### src/rtl/intrusion_event_uart_tx.sv
// intrusion_event_uart_tx
//   Watches the intrusion detector's status/zone LEDs and turns every change
//   of {alarm level, zone pattern} into a one-byte event. Events are queued
//   in a small FIFO and sent as UART frames.
//     event byte = {level[1:0], seq[1:0], zone[3:0]}
//     level      = tamper ? 3 : high_alert ? 2 : alert ? 1 : 0
//   Build option: define PARITY_EN to send 8E1 frames instead of 8N1.
// Ports:
//   clk, rst_n       clock, asynchronous active-low reset
//   safe_led         detector SAFE status (informational, not encoded)
//   alert_led        detector ALERT status
//   high_alert_led   detector HIGH ALERT status
//   tamper_led       detector TAMPER status
//   zone_led[3:0]    detector active zones
//   uart_tx          serial event stream, idles high
//   tx_busy          high while a frame is on the line
//   fifo_overflow    sticky, set when an event was dropped on a full FIFO
module intrusion_event_uart_tx #(
  parameter int CLKS_PER_BIT = 868,
  parameter int FIFO_DEPTH   = 8
) (
  input  logic       clk,
  input  logic       rst_n,
  input  logic       safe_led,
  input  logic       alert_led,
  input  logic       high_alert_led,
  input  logic       tamper_led,
  input  logic [3:0] zone_led,
  output logic       uart_tx,
  output logic       tx_busy,
  output logic       fifo_overflow
);

  localparam int AW = $clog2(FIFO_DEPTH);
  localparam int CW = (CLKS_PER_BIT > 2) ? $clog2(CLKS_PER_BIT) : 1;
  localparam logic [CW-1:0] CNT_MAX = CW'(CLKS_PER_BIT - 1);

  // ---------------------------------------------------------------------
  // Event detection
  // ---------------------------------------------------------------------
  logic [1:0] level;
  logic [5:0] cur, snap;
  logic [1:0] seq;
  logic [7:0] ev_byte;

  logic       unused_safe;
  assign unused_safe = safe_led;

  always_comb begin
    level = 2'd0;
    if (tamper_led)          level = 2'd3;
    else if (high_alert_led) level = 2'd2;
    else if (alert_led)      level = 2'd1;
  end

  assign cur     = {level, zone_led};
  assign ev_byte = {level, seq, zone_led};

  // ---------------------------------------------------------------------
  // FIFO: pointers carry one wrap bit so full and empty are distinguishable
  // ---------------------------------------------------------------------
  logic [7:0]  mem [FIFO_DEPTH];
  logic [AW:0] wr_ptr, rd_ptr;
  logic        full, empty, push;

  assign empty = (wr_ptr == rd_ptr);
  assign full  = (wr_ptr[AW] != rd_ptr[AW]) && (wr_ptr[AW-1:0] == rd_ptr[AW-1:0]);
  // full comes from registered pointers, so a same-cycle pop never frees a slot
  assign push  = (cur != snap) && !full;

  always_ff @(posedge clk or negedge rst_n) begin
    if (!rst_n) begin
      snap          <= '0;
      seq           <= '0;
      wr_ptr        <= '0;
      fifo_overflow <= 1'b0;
    end else if (cur != snap) begin
      // snapshot follows the inputs even on a drop so it is not re-detected
      snap <= cur;
      if (!full) begin
        wr_ptr <= wr_ptr + 1'b1;
        seq    <= seq + 2'd1;
      end else begin
        fifo_overflow <= 1'b1;
      end
    end
  end

  always_ff @(posedge clk) begin
    if (push) mem[wr_ptr[AW-1:0]] <= ev_byte;
  end

  // ---------------------------------------------------------------------
  // UART transmitter
  // ---------------------------------------------------------------------
`ifdef PARITY_EN
  typedef enum logic [2:0] {IDLE, START, DATA, PARITY, STOP} state_t;
`else
  typedef enum logic [1:0] {IDLE, START, DATA, STOP} state_t;
`endif

  state_t        state;
  logic [CW-1:0] cnt;
  logic [2:0]    bit_idx;
  logic [7:0]    shreg;
`ifdef PARITY_EN
  logic          par;
`endif

  always_ff @(posedge clk or negedge rst_n) begin
    if (!rst_n) begin
      state   <= IDLE;
      cnt     <= '0;
      bit_idx <= '0;
      shreg   <= '0;
      rd_ptr  <= '0;
      uart_tx <= 1'b1;
      tx_busy <= 1'b0;
`ifdef PARITY_EN
      par     <= 1'b0;
`endif
    end else begin
      case (state)
        IDLE: begin
          if (!empty) begin
            shreg   <= mem[rd_ptr[AW-1:0]];
`ifdef PARITY_EN
            par     <= ^mem[rd_ptr[AW-1:0]];
`endif
            rd_ptr  <= rd_ptr + 1'b1;
            cnt     <= '0;
            uart_tx <= 1'b0;
            tx_busy <= 1'b1;
            state   <= START;
          end
        end
        START: begin
          if (cnt == CNT_MAX) begin
            cnt     <= '0;
            bit_idx <= '0;
            uart_tx <= shreg[0];
            state   <= DATA;
          end else begin
            cnt <= cnt + 1'b1;
          end
        end
        DATA: begin
          if (cnt == CNT_MAX) begin
            cnt <= '0;
            if (bit_idx == 3'd7) begin
`ifdef PARITY_EN
              uart_tx <= par;
              state   <= PARITY;
`else
              uart_tx <= 1'b1;
              state   <= STOP;
`endif
            end else begin
              bit_idx <= bit_idx + 3'd1;
              shreg   <= {1'b0, shreg[7:1]};
              uart_tx <= shreg[1];
            end
          end else begin
            cnt <= cnt + 1'b1;
          end
        end
`ifdef PARITY_EN
        PARITY: begin
          if (cnt == CNT_MAX) begin
            cnt     <= '0;
            uart_tx <= 1'b1;
            state   <= STOP;
          end else begin
            cnt <= cnt + 1'b1;
          end
        end
`endif
        STOP: begin
          if (cnt == CNT_MAX) begin
            cnt     <= '0;
            tx_busy <= 1'b0;
            state   <= IDLE;
          end else begin
            cnt <= cnt + 1'b1;
          end
        end
        default: begin
          uart_tx <= 1'b1;
          tx_busy <= 1'b0;
          state   <= IDLE;
        end
      endcase
    end
  end

endmodule
### config.mk
export PLATFORM = sky130hd
export DESIGN_NAME = intrusion_event_uart_tx
export DESIGN_NICKNAME = d
export VERILOG_FILES = /design/src/rtl/intrusion_event_uart_tx.sv
export SDC_FILE = /design/constraint.sdc
export NUM_CORES = 1
export LEC_CHECK = 0
export CAP_MARGIN = 20
export CELL_PAD_IN_SITES_DETAIL_PLACEMENT = 1
export CELL_PAD_IN_SITES_GLOBAL_PLACEMENT = 1
export CORE_ASPECT_RATIO = 1.5
export CORE_MARGIN = 5
export CORE_UTILIZATION = 50
export CTS_CLUSTER_DIAMETER = 50
export DETAILED_ROUTE_END_ITERATION = 16
export MAX_ROUTING_LAYER = met4
export PLACE_DENSITY = 0.79
export SLEW_MARGIN = 20
export SYNTH_ARGS = -nofsm -noshare
export SYNTH_HDL_FRONTEND = slang
export SYNTH_SLANG_ARGS = --single-unit
### constraint.sdc
create_clock -name clk -period 3.2 [get_ports clk]
set_input_delay 0.48 -clock clk [delete_from_list [all_inputs] [get_ports clk]]
set_output_delay 0.48 -clock clk [all_outputs]
set_load 0.05 [all_outputs]
==> results of run 1 <==
[layer usage]
layer / vias to the layer above / track usage (%) / routed length, um
met3: 20 / 4.29 / 239
met5: - / - / 0
li1: 1275 / - / -
met4: 0 / 6.92 / 224
met2: 31 / 35.0 / 5730
met1: 1412 / 23.3 / 4120
[stage by stage]
stage                     worst slack, ns  hold WS, ns
after floorplan                     0.562        0.184
after global placement              0.320        0.443
after detailed placement            0.145        0.448
after CTS                           0.463        0.351
after global routing                0.602        0.171
final                               0.697        0.129
[cells by family (layout without fill, tap and decap cells)]
kind of cell    after synthesis  in the layout
buf+inv                      23             52
compound gates               52             52
simple gates                 93             93
flops                       106            106
mux                          28             28
xor+xnor                     17             17
fa+ha+maj                    10             10
[power groups by stage]
stage / logic [mW] / registers (mW) / clock network [mW]
after detailed placement: 1.79 / 2.22 / 0
after global routing: 1.97 / 2.24 / 1.20
after CTS: 1.82 / 2.20 / 1.15
after floorplan: 1.32 / 2.10 / 0
after global placement: 1.68 / 2.18 / 0
final: 1.79 / 2.20 / 1.13
[flip-flops by register name (all words and copies together) (netlist names)]
register,flops
seq,2
cnt,10
fifo_overflow,1
mem,64
wr_ptr,4
snap,6
tx_busy,1
state,2
uart_tx,1
rd_ptr,4
shreg,8
bit_idx,3
[cell usage in the layout (no fill, tap or decap), drive strengths merged, types with 2 or more instances in the layout]
cell type and instances:
nor3 7, xnor2 8, a21o 3, o31ai 6, and2 2, clkbuf 9
inv 8, nand2b 3, nor4b 4, o21ai 26, and3 2, nor2 20
buf 20, a22o 3, nand2 24, xor2 9, a31oi 2, mux4 16
clkdlybuf4s50 10, nor3b 4, edfxtp 64, mux2 4, nor2b 2, mux2i 8
or3 4, nand3 9, clkinv 3, a21oi 8, nand4 3, dfrtp 41
nor4 2, ha 10, or2 2
[how the worst max path moves through the flow]
stage / startpoint / end / slack (ns) / depth (start not counted)
finish: alert_led / mem[7][6] / 0.70 / 6
global route: alert_led / mem[7][6] / 0.60 / 6
CTS: alert_led / mem[0][4] / 0.46 / 6
detailed placement: alert_led / mem[0][2] / 0.15 / 6
global placement: tamper_led / mem[0][2] / 0.32 / 6
floorplan: high_alert_led / mem[0][0] / 0.56 / 6
[critical path, stage by stage]
cell             delay, ns
clkdlybuf4s50_1       0.53
xor2_1                0.21
nor3_2                0.08
o31ai_4               0.19
buf_4                 0.18
nor3b_2               0.80
[layout make-up]
| type | count | area share, % |
|---|---|---|
| tap | 112 | 2.64 |
| multi-input combinational | 200 | 30.5 |
| timing repair buffer | 30 | 4.71 |
| inverter | 6 | 0.424 |
| sequential | 106 | 56.0 |
| clock inverter | 7 | 1.41 |
| clock buffer | 9 | 4.24 |
==> reports/metrics.cfg, run 1 <==
[routing]
wl_per_cell_um=21.9
vias=2738
finalWirelength_um=10300
drt_first_pass_iters=4
viasPerCell=5.83
remaining_drc_errors=0
postRouteAntennaNets=0
drtIter0Drc=107

[synth]
yosysMostFrequentCell=edfxtp_1
synth_xor_area_share_pct=3.18
syn_nets=349
yosys.cell_types.count=54
synth_adder_area_share_pct=2.67
yosys_warnings=0
synth_compound_area_share_pct=7.09
synthTopCellsByArea=edfxtp_1 41%, dfrtp_1 22%, mux4_2 7.7%
syn_area_um2=4680
synth-simple-area-share_pct=11.0
synth_top_cell_by_area=edfxtp_1
synth_top_family_by_area=simple AND/OR/NAND/NOR gates
seq_area_frac_synth_pct=63.6
synthCells=329
synth_top_cell_area_share_pct=41.1
yosys_most_used_dff=edfxtp_1
synthTopCellsByCount=64 x edfxtp_1, 41 x dfrtp_1, 24 x nand2_1, 22 x o21ai_0, 19 x nor2_1
syn_area_per_cell_um2=14.2
synth_async_sr_flop_share_pct=39.6
synth_edf_count=64
synth.area.mux_share_pct=10.4
ys_seq_elements=106

[clock_network]
post_cts_buffers=0
cts.clk_slew.worst_paths_ns=0.07
clkLatencyLatePin_ns=0.35
cts_sinks=106
root_buffer=clkbuf_16
cts_hold_buf=0
cts_buffers=9
clock_tree.buffer_depth=2
cts_tree=yes
cts_resized=0
h-tree-depth=3

[power_and_ir_drop]
vdd_drop_max_mv=0.607
p_seq_share_pct=43.1
p_leak_nw=1.98
clkPwrFrac_pct=22.0
power.internal_mw=3.32
switchingPower_mw=1.80
p_comb_share_pct=34.9
power_density_nw_per_um2=965
switching_share_pct=35.2
total_power_mw=5.12

[final_layout]
nFillCells=893
multi_input_area_um2=1620
final_cells=470
seq_area_um2=2970
drive_gt1_share_pct=18.4
antenna_cells=0
nets=373
design_area_um2=5310
syn_to_final_growth_pct=13.4
fin_util_pct=57.7

[sta]
slew_headroom_pct=34.0
clock_skew_ns=0.00547
hold_viol_final=0
setup_tns_ns=0
max_freq_ghz=0.400
rsz0062_at_grt=no
fin_crit_sh_pct=78.2
slew_violations=0
setup_violations=0
worst_slew_pin_slew_ns=0.986
min_period_ns=2.50

[floorplan]
initial_core_util_pct=50.9
core_area_um2=9200
num_rows=43
fp.dieW_um=89.0
die_area_um2=11400
die_y_um=128
io_pins=13

[outcome]
status=completed

[critical_path]
rrSetupSlack_ns=0.86
crit_arrival_ns=2.47
crit_path_start_kind=primary input
rr_startpoint=wr_ptr[0]
end_kind=flip-flop
cp_max_fo=9
critPathKind=in -> reg
r2r-end=mem[7][6]
required_ns=3.17
reg2regPathDepth=4

[grt]
antenna_found_initial=0
grt_max_degree=43
grt_pass1_vias=3021
gr-total-overflow=0
track_usage_pct=20.4
grt_pass1_wl_um=16500

[worst_hold_path]
hold_class=in -> async

[run]
cap_violations=0

[placement]
dp_cells=454
place.gp.congestion=0.797
io_buffers=11
placed_area_um2=5000
dpl.hpwl_um=6900

Power figures use the tool's default switching activity.
==> inputs of run 2 (changes only) <==
--- a/config.mk
+++ b/config.mk
@@ -10,11 +10,11 @@
 export CELL_PAD_IN_SITES_GLOBAL_PLACEMENT = 1
 export CORE_ASPECT_RATIO = 1.5
 export CORE_MARGIN = 5
-export CORE_UTILIZATION = 50
+export CORE_UTILIZATION = 46
 export CTS_CLUSTER_DIAMETER = 50
 export DETAILED_ROUTE_END_ITERATION = 16
 export MAX_ROUTING_LAYER = met4
-export PLACE_DENSITY = 0.79
+export PLACE_DENSITY = 0.76
 export SLEW_MARGIN = 20
 export SYNTH_ARGS = -nofsm -noshare
 export SYNTH_HDL_FRONTEND = slang
==> constraint.sdc (replaced) <==
create_clock -name clk -period 2 [get_ports clk]
set_input_delay 0.3 -clock clk [delete_from_list [all_inputs] [get_ports clk]]
set_output_delay 0.3 -clock clk [all_outputs]
set_load 0.05 [all_outputs]
==> reports/metrics.cfg, run 2 (synthesis gave the netlist of run 1 again) <==
[outcome]
status=completed  ; unchanged

[routing]
postRouteAntennaNets=0  ; unchanged
viasPerCell=5.57  ; was 5.83
finalWirelength_um=10100  ; was 10300 um
drt_first_pass_iters=4  ; unchanged
vias=2825  ; was 2738
wl_per_cell_um=19.9  ; was 21.9 um
drtIter0Drc=74  ; was 107
remaining_drc_errors=0  ; unchanged

[power_and_ir_drop]
switchingPower_mw=3.13  ; was 1.80 mW
power.internal_mw=5.70  ; was 3.32 mW
power_density_nw_per_um2=1520  ; was 965 nW/um^2
switching_share_pct=35.5  ; was 35.2%
p_leak_nw=2.26  ; was 1.98 nW
vdd_drop_max_mv=0.859  ; was 0.607 mV
p_seq_share_pct=38.6  ; was 43.1%
clkPwrFrac_pct=20.5  ; was 22.0%
p_comb_share_pct=40.9  ; was 34.9%

[final_layout]
syn_to_final_growth_pct=24.5  ; was 13.4%
layout_commonest_cell=edfxtp_1  ; unchanged
antenna_cells=0  ; unchanged
final_cell_mix=64 x edfxtp_1, 41 x dfrtp_1, 36 x buf_4  ; was 64 x edfxtp_1, 41 x dfrtp_1, 24 x nand2_1
largest_reg_flops=64  ; unchanged
nets=405  ; was 373
drive_gt1_share_pct=30.0  ; was 18.4%
design_area_um2=5820  ; was 5310 um^2

[clock_network]
h-tree-depth=3  ; unchanged
cts.clk_slew.worst_paths_ns=0.08  ; was 0.07 ns
cts_sinks=106  ; unchanged
root_buffer=clkbuf_16  ; unchanged
cts_tree=yes  ; unchanged
clkLatencyLatePin_ns=0.36  ; was 0.35 ns
cts_buffers=9  ; unchanged
clock_tree.buffer_depth=2  ; unchanged

[floorplan]
num_rows=45  ; was 43
io_pins=13  ; unchanged
initial_core_util_pct=46.7  ; was 50.9%
core_area_um2=10000  ; was 9200 um^2
die_y_um=134  ; was 128 um
fp.dieW_um=92.4  ; was 89.0 um
die_area_um2=12300  ; was 11400 um^2

[critical_path]
rr_startpoint=snap[4]  ; was wr_ptr[0]
critPathKind=reg -> reg  ; was in -> reg
r2r-end=mem[6][4]  ; was mem[7][6]
required_ns=2.07  ; was 3.17 ns
cp_max_fo=8  ; was 9
rrSetupSlack_ns=0.05  ; was 0.86 ns
crit_path_start_kind=flip-flop  ; was primary input
crit_arrival_ns=2.02  ; was 2.47 ns
end_kind=flip-flop  ; unchanged
reg2regPathDepth=8  ; was 4

[placement]
place.gp.congestion=0.816  ; was 0.797
dpl.hpwl_um=6950  ; was 6900 um
placed_area_um2=5200  ; was 5000 um^2
io_buffers=11  ; unchanged

[worst_hold_path]
hold_depth=2
hold_class=in -> reg  ; was in -> async
holdPathEnd=snap[3]
hp-start=zone_led[3]

[sta]
slew_violations=0  ; unchanged
max_freq_ghz=0.514
min_period_ns=1.95
fin_hold_ws_ns=0.319  ; was 0.129 ns
setup_violations=0  ; unchanged
hold_viol_final=0  ; unchanged
slew_headroom_pct=61.8  ; was 34.0%
fin_crit_sh_pct=97.3
worst_slew_pin_slew_ns=0.572  ; was 0.986 ns
rsz0062_at_grt=yes  ; was no
clock_skew_ns=0.0109  ; was 0.00547 ns

[grt]
grt_pass1_vias=3111  ; was 3021
grt_pass1_wl_um=15800  ; was 16500 um
track_usage_pct=17.4  ; was 20.4%
antenna_found_initial=0  ; unchanged
gr-total-overflow=0  ; unchanged
grt_max_degree=23  ; was 43

[run]
cap_violations=0  ; unchanged

==> run 2: worst max-delay path by stage <==
stage	slack (ns)	end	startpoint
finish	0.05	mem[6][4]	snap[4]
detailed placement	-0.68	mem[2][0]	tamper_led
CTS	-0.06	mem[2][1]	alert_led
global route	-0.1	mem[3][5]	snap[4]
floorplan	-0.14	mem[6][0]	snap[4]
global placement	-0.53	mem[2][0]	tamper_led
==> run 2: metrics by stage <==
stage               power (mW)  setup slack [ns]  instances  setup TNS (ns)  utilization (%)
floorplan                 5.54            -0.143        329           -3.64                -
CTS                       8.53           -0.0608        501          -0.477             56.0
finish                    8.82            0.0538        507               0             58.1
detailed placement        6.60            -0.684        480          -33.19             51.9
global placement          6.39            -0.531        480          -26.87             51.9
global route              9.37           -0.0990        507           -2.04             58.1
==> run 2: timing repair <==
item,in CTS,in global routing
gates cloned,0,1
pin swaps,1,9
gates resized for setup,12,29
setup buffers,4,5
endpoints found under the hold margin,21,0
hold buffers,1,0
endpoints found under the setup margin,56,69
==> run 2: layout make-up <==
class                   count  area (um^2)
fillers                   958         4200
flip-flops and latches    106         2970
inverters                   6         22.5
well taps                 117          146
clock inverters             7         91.3
clock buffers               9          225
repair buffers             61          568
multi-input cells         201         1800
==> run 2: power groups by stage <==
stage	Combinational, mW	Clock (mW)	Sequential (mW)
2_1_floorplan	2.19	0	3.35
3_3_place_gp	2.99	0	3.40
3_5_place_dp	3.14	0	3.45
6_report	3.61	1.81	3.40
5_1_grt	3.94	1.96	3.47
4_1_cts	3.28	1.84	3.41
==> run 2: critical path, cell delays in order (launching register included) <==
cell	delay, ns
dfrtp_1	0.41
xor2_1	0.18
nor3_2	0.07
o31ai_4	0.23
buf_6	0.14
nand3_4	0.08
buf_6	0.15
nor3b_4	0.21
buf_6	0.18
==> run 2: metal layers <==
layer,vias to the layer above,track usage [%],wire [um]
li1,1342,-,-
met1,1450,18.3,3800
met2,25,32.3,5920
met3,8,3.39,208
met4,0,5.21,142
met5,-,-,0
